==> src/rtl/fsm_ctx_arbiter.sv <==
// fsm_ctx_arbiter: NREQ per-requester contexts time-share one 6-state Moore sequence FSM
// behind a round-robin arbiter and a one-entry response register. Optional macro: FSM_CTX_ARBITER_CLEAR_EN.
module fsm_ctx_arbiter #(
    parameter int NREQ = 4,
    parameter int IDW  = $clog2(NREQ)
) (
    input  logic              clk,
    input  logic              reset,
    input  logic [NREQ-1:0]   req_val,
    input  logic [2*NREQ-1:0] req_sym,
    output logic [NREQ-1:0]   req_rdy,
`ifdef FSM_CTX_ARBITER_CLEAR_EN
    input  logic [NREQ-1:0]   ctx_clear,
`endif
    output logic              resp_val,
    input  logic              resp_rdy,
    output logic [IDW-1:0]    resp_id,
    output logic [2:0]        resp_state,
    output logic [1:0]        resp_out,
    output logic [3*NREQ-1:0] dbg_ctx
);

    localparam int IW1 = IDW + 1;

    localparam logic [2:0] ST_A = 3'd0;
    localparam logic [2:0] ST_B = 3'd1;
    localparam logic [2:0] ST_C = 3'd2;
    localparam logic [2:0] ST_D = 3'd3;
    localparam logic [2:0] ST_E = 3'd4;
    localparam logic [2:0] ST_F = 3'd5;

    // Handshake: a symbol moves when req_val[i] && req_rdy[i]; a response moves when
    // resp_val && resp_rdy. Producers must hold val/data until accepted.

    function automatic logic [2:0] fsm_next(input logic [2:0] st, input logic [1:0] sym);
        logic [2:0] nx;
        nx = ST_A;
        case (st)
            ST_A: case (sym) 2'b00: nx = ST_A; 2'b01: nx = ST_B; 2'b10: nx = ST_A; default: nx = ST_E; endcase
            ST_B: case (sym) 2'b00: nx = ST_C; 2'b01: nx = ST_B; 2'b10: nx = ST_A; default: nx = ST_E; endcase
            ST_C: case (sym) 2'b00: nx = ST_A; 2'b01: nx = ST_D; 2'b10: nx = ST_A; default: nx = ST_E; endcase
            ST_D: case (sym) 2'b00: nx = ST_C; 2'b01: nx = ST_B; 2'b10: nx = ST_A; default: nx = ST_E; endcase
            ST_E: case (sym) 2'b00: nx = ST_F; 2'b01: nx = ST_F; 2'b10: nx = ST_A; default: nx = ST_E; endcase
            ST_F: nx = ST_A;
            default: nx = ST_A;  // 6/7 are unreachable; recover to A
        endcase
        return nx;
    endfunction

    function automatic logic [1:0] fsm_moore(input logic [2:0] st);
        logic [1:0] o;
        case (st)
            ST_D:       o = 2'b01;
            ST_E, ST_F: o = 2'b10;
            default:    o = 2'b00;
        endcase
        return o;
    endfunction

    // Modulo-NREQ add that also works when NREQ is not a power of two.
    function automatic logic [IDW-1:0] wrap_add(input logic [IDW-1:0] base, input int unsigned off);
        logic [IDW:0] s;
        s = {1'b0, base} + IW1'(off);
        if (s >= IW1'(NREQ)) begin
            s = s - IW1'(NREQ);
        end
        return s[IDW-1:0];
    endfunction

    logic [2:0]      ctx_q [NREQ];
    logic [2:0]      ctx_d [NREQ];
    logic [IDW-1:0]  rr_q, rr_d;
    logic            resp_val_q, resp_val_d;
    logic [IDW-1:0]  resp_id_q, resp_id_d;
    logic [2:0]      resp_state_q, resp_state_d;
    logic [1:0]      resp_out_q, resp_out_d;

    logic            can_accept;
    logic            gnt_found;
    logic [IDW-1:0]  gnt_id;
    logic [IDW-1:0]  cand;
    logic [NREQ-1:0] elig;
    logic [1:0]      gnt_sym;
    logic [2:0]      gnt_cur;
    logic [2:0]      gnt_next;

    // Arbitration: first eligible requester at or after rr_q, only while not in reset.
    always_comb begin
`ifdef FSM_CTX_ARBITER_CLEAR_EN
        elig = req_val & ~ctx_clear;
`else
        elig = req_val;
`endif
        can_accept = !resp_val_q || resp_rdy;
        gnt_found  = 1'b0;
        gnt_id     = '0;
        cand       = '0;
        for (int k = 0; k < NREQ; k++) begin
            cand = wrap_add(rr_q, k);
            if (reset && can_accept && !gnt_found && elig[cand]) begin
                gnt_found = 1'b1;
                gnt_id    = cand;
            end
        end
        gnt_sym = 2'b00;
        gnt_cur = ST_A;
        for (int i = 0; i < NREQ; i++) begin
            if (IDW'(i) == gnt_id) begin
                gnt_sym = req_sym[2*i +: 2];
                gnt_cur = ctx_q[i];
            end
        end
        gnt_next = fsm_next(gnt_cur, gnt_sym);
    end

    always_ff @(posedge clk or negedge reset) begin
        if (!reset) begin
            for (int i = 0; i < NREQ; i++) begin
                ctx_q[i] <= ST_A;
            end
            rr_q         <= '0;
            resp_val_q   <= 1'b0;
            resp_id_q    <= '0;
            resp_state_q <= ST_A;
            resp_out_q   <= 2'b00;
        end else begin
            for (int i = 0; i < NREQ; i++) begin
                ctx_q[i] <= ctx_d[i];
            end
            rr_q         <= rr_d;
            resp_val_q   <= resp_val_d;
            resp_id_q    <= resp_id_d;
            resp_state_q <= resp_state_d;
            resp_out_q   <= resp_out_d;
        end
    end

    always_comb begin
        for (int i = 0; i < NREQ; i++) begin
            ctx_d[i] = ctx_q[i];
        end
        rr_d         = rr_q;
        resp_val_d   = resp_val_q;
        resp_id_d    = resp_id_q;
        resp_state_d = resp_state_q;
        resp_out_d   = resp_out_q;
        if (gnt_found) begin
            for (int i = 0; i < NREQ; i++) begin
                if (IDW'(i) == gnt_id) begin
                    ctx_d[i] = gnt_next;
                end
            end
            rr_d         = wrap_add(gnt_id, 1);
            resp_val_d   = 1'b1;
            resp_id_d    = gnt_id;
            resp_state_d = gnt_next;
            resp_out_d   = fsm_moore(gnt_next);
        end else if (resp_val_q && resp_rdy) begin
            resp_val_d = 1'b0;
        end
`ifdef FSM_CTX_ARBITER_CLEAR_EN
        // A cleared requester is never granted, so this cannot collide with the grant write.
        for (int i = 0; i < NREQ; i++) begin
            if (ctx_clear[i]) begin
                ctx_d[i] = ST_A;
            end
        end
`endif
    end

    always_comb begin
        req_rdy = '0;
        for (int i = 0; i < NREQ; i++) begin
            if (gnt_found && (IDW'(i) == gnt_id)) begin
                req_rdy[i] = 1'b1;
            end
        end
        resp_val   = resp_val_q;
        resp_id    = resp_id_q;
        resp_state = resp_state_q;
        resp_out   = resp_out_q;
        dbg_ctx    = '0;
        for (int i = 0; i < NREQ; i++) begin
            dbg_ctx[3*i +: 3] = ctx_q[i];
        end
    end

endmodule

==> config.mk <==
export PLATFORM = sky130hd
export DESIGN_NAME = fsm_ctx_arbiter
export DESIGN_NICKNAME = d
export VERILOG_FILES = /design/src/rtl/fsm_ctx_arbiter.sv
export SDC_FILE = /design/constraint.sdc
export NUM_CORES = 1
export LEC_CHECK = 0
export ABC_AREA = 1
export CORE_UTILIZATION = 43
export CTS_CLUSTER_SIZE = 12
export DETAILED_ROUTE_END_ITERATION = 8
export PLACE_DENSITY = 0.77
export SETUP_SLACK_MARGIN = 0.5
export SYNTH_ARGS = -nofsm -noshare
export SYNTH_HDL_FRONTEND = slang
export SYNTH_SLANG_ARGS = --single-unit
==> constraint.sdc <==
create_clock -name clk -period 2.7 [get_ports clk]
set_clock_uncertainty 0.1 [all_clocks]
set_input_delay 0.27 -clock clk [delete_from_list [all_inputs] [get_ports clk]]
set_output_delay 0.27 -clock clk [all_outputs]
set_load 0.01 [all_outputs]
==> results_dict.tcl <==
set metrics [dict create \
    holdCritPathClass "in2async" \
    syn_area_per_cell_um2 6.73 \
    start_kind "flip-flop" \
    r2r_slack_ns -0.46 \
    wl_per_cell_um 19.0 \
    io_pins 39 \
    dpl-instance-area_um2 2100 \
    final_util_pct 90.9 \
    drive_gt1_share_pct 52.4 \
    cts_buffers 3 \
    start_util_pct 45.7 \
    synth.distinct_cells 19 \
    worst_slack_ns -0.461 \
    period_share_pct 117 \
    ys_warn_count 0 \
    wl_met2_um 3300 \
    drt-met1-wl_um 2620 \
    cts.sinks 22 \
    overflow 0 \
    antenna_found_initial 0 \
    endpoint_kind "flip-flop" \
    wl_met3_um 580 \
    critPathMaxFanout 5 \
    r2r-start "rr_q[1]$_DFFE_PN0N_" \
    insertion_delay_ns 0.34 \
    violations "setup timing" \
    fmax_mhz 316 \
    setup_violations 21 \
    drtAntennaViolNets 0 \
    ys_ff_latch 22 \
    cts_hold_buf 0 \
    netlist_area_um2 1410 \
    cts_buffer_depth 2 \
    drc 0 \
    maxSlewViolCount 0 \
    cp.arrival_ns 3.34 \
    cp.required_ns 2.87 \
    clk_pin_slew_ns 0.14 \
    r2r_cells 20 \
    syn_nets 228 \
    num_rows 20 \
    nNetsFinal 335 \
    status "finished with violations" \
    core_um2 3080 \
    grt_pass1_wl_um 8370 \
    layout_common_cells "nand2_1 (57), buf_4 (55), clkdlybuf4s50_1 (34)" \
    worst_slew_pin_slew_ns 0.299 \
    gp_congestion 0.893 \
    cap_violations 0 \
    vias 2038 \
    max-slew-margin-rel_pct 79.9 \
    die_y_um 59.2 \
    min_period_ns 3.16 \
    drt_pass1_iterations 5 \
    dieArea_um2 3500 \
    drt-vias-per-instance 5.68 \
    place_hpwl_um 2960 \
    grt_use_total_pct 32.5 \
    cts.htree.levels 1 \
    crit_type "reg2reg" \
    rsz0062_at_grt "true" \
    cts_root_buf "clkbuf_4" \
    grt_pass1_vias 1723 \
    cts_tree "done" \
    n_fill_cell 125 \
    ys_seq_area_share_pct 39.1 \
    crit_end "dbg_ctx[9]$_DFFE_PN0P_" \
    grt_max_degree 23 \
    wirelength_um 6840 \
    top_layer "met4" \
    drt_iter0_markers 204 \
    final_common_cell "nand2_1" \
    rr_endpoint "dbg_ctx[9]$_DFFE_PN0P_" \
    port_buffers 38 \
    stdcell_area_um2 2800 \
    crit_start "rr_q[1]$_DFFE_PN0N_" \
    synthToLayoutAreaGrowth_pct 98.8 \
    hold_viol 0 \
    insertedDiodeCount 0 \
    synthCells 209 \
    die_x_um 59.2 \
]
==> critical path, stage by stage (launching register included) <==
cell and delay [ns]:
dfrtp_1 0.47, buf_4 0.19, nand2_1 0.12, nand2_4 0.09, buf_4 0.14, a21oi_1 0.20, nand2_2 0.12, nand2_2 0.12
nand2_1 0.09, nand2_2 0.09, buf_6 0.10, ha_4 0.16, buf_6 0.11, nor2_4 0.04, nand2_1 0.07, nand2_1 0.09
a21boi_2 0.25, nand2_2 0.12, nand2_4 0.13, nand3_4 0.13, o21ai_2 0.15
==> worst min path at each step <==
stage | startpoint | endpoint | slack, ns | depth (start not counted)
after floorplan | reset | dbg_ctx[0]$_DFFE_PN0P_ | -0.13 | 0
after global placement | resp_state[2]$_DFFE_PN0N_ | resp_state[2]$_DFFE_PN0N_ | 0.37 | 2
after detailed placement | resp_state[2]$_DFFE_PN0N_ | resp_state[2]$_DFFE_PN0N_ | 0.37 | 2
after CTS | reset | dbg_ctx[7]$_DFFE_PN0P_ | 0.32 | 2
after global routing | reset | dbg_ctx[7]$_DFFE_PN0P_ | 0.31 | 2
final | reset | rr_q[1]$_DFFE_PN0N_ | 0.30 | 2
==> per-stage QoR <==
step	TNS [ns]	setup WS [ns]	hold WS [ns]	std cells
floorplan	0	0.290	-0.126	209
finish	-7.89	-0.461	0.302	359
global route	-8.69	-0.493	0.309	359
detailed placement	-6.70	-0.465	0.370	316
global placement	-6.08	-0.453	0.370	316
CTS	-0.648	-0.0682	0.315	347
==> final cells by class <==
| cell class | instances | area [um2] | share of cell area (%) |
|---|---|---|---|
| Clock buffer | 3 | 22.5 | 0.805 |
| Clock inverter | 1 | 30.0 | 1.07 |
| Inverter | 25 | 114 | 4.07 |
| Multi-Input combinational cell | 160 | 1100 | 39.3 |
| Sequential cell | 22 | 552 | 19.7 |
| Tap cell | 44 | 55.1 | 1.97 |
| Timing Repair Buffer | 104 | 925 | 33.1 |
==> layer usage <==
metal / vias to the layer above / GRT usage [%]
met5: - / 0
met4: 0 / 10.2
met3: 45 / 4.15
met2: 152 / 57.0
met1: 970 / 41.2
li1: 871 / -
==> logic make-up after synthesis <==
logic type               synth area share [%]
buffers and inverters                    8.36
AND/OR/NAND/NOR                          38.5
flip-flops                               39.1
adder cells (fa/ha/maj)                  3.56
AO/OA/AOI/OAI                            10.4
==> sequential cells by signal, indices dropped and copies added (netlist names) <==
| signal | cells |
|---|---|
| resp_state | 3 |
| resp_val | 1 |
| resp_out | 2 |
| rr_q | 2 |
| dbg_ctx | 12 |
| resp_id | 2 |
==> cell usage after synthesis <==
cell	count	share of area, %
nand2_1	90	24
dfrtp_1	22	39
inv_1	22	5.9
nor2_1	17	4.5
o21ai_0	16	5.7
nand3_1	9	3.2
a21oi_1	8	2.8
nand2_2	5	2.2
ha_1	4	3.6
nand4_1	4	1.8
o21ai_1	3	1.1
inv_2	2	0.53
a21boi_2	1	0.80
buf_2	1	0.36
buf_6	1	0.80
inv_8	1	0.80
nand2_4	1	0.80
nand4_4	1	1.5
or2_0	1	0.45
==> repair_timing <==
action	4_1_cts	5_1_grt
pin swaps	33	34
resized for setup	65	61
endpoints found under the setup margin	22	26
gates cloned	0	0
hold endpoints to repair	0	0
setup buffers	27	12
Power is not shown: default switching activity piles up to over one toggle a cycle in this logic, so the estimate is an artifact.
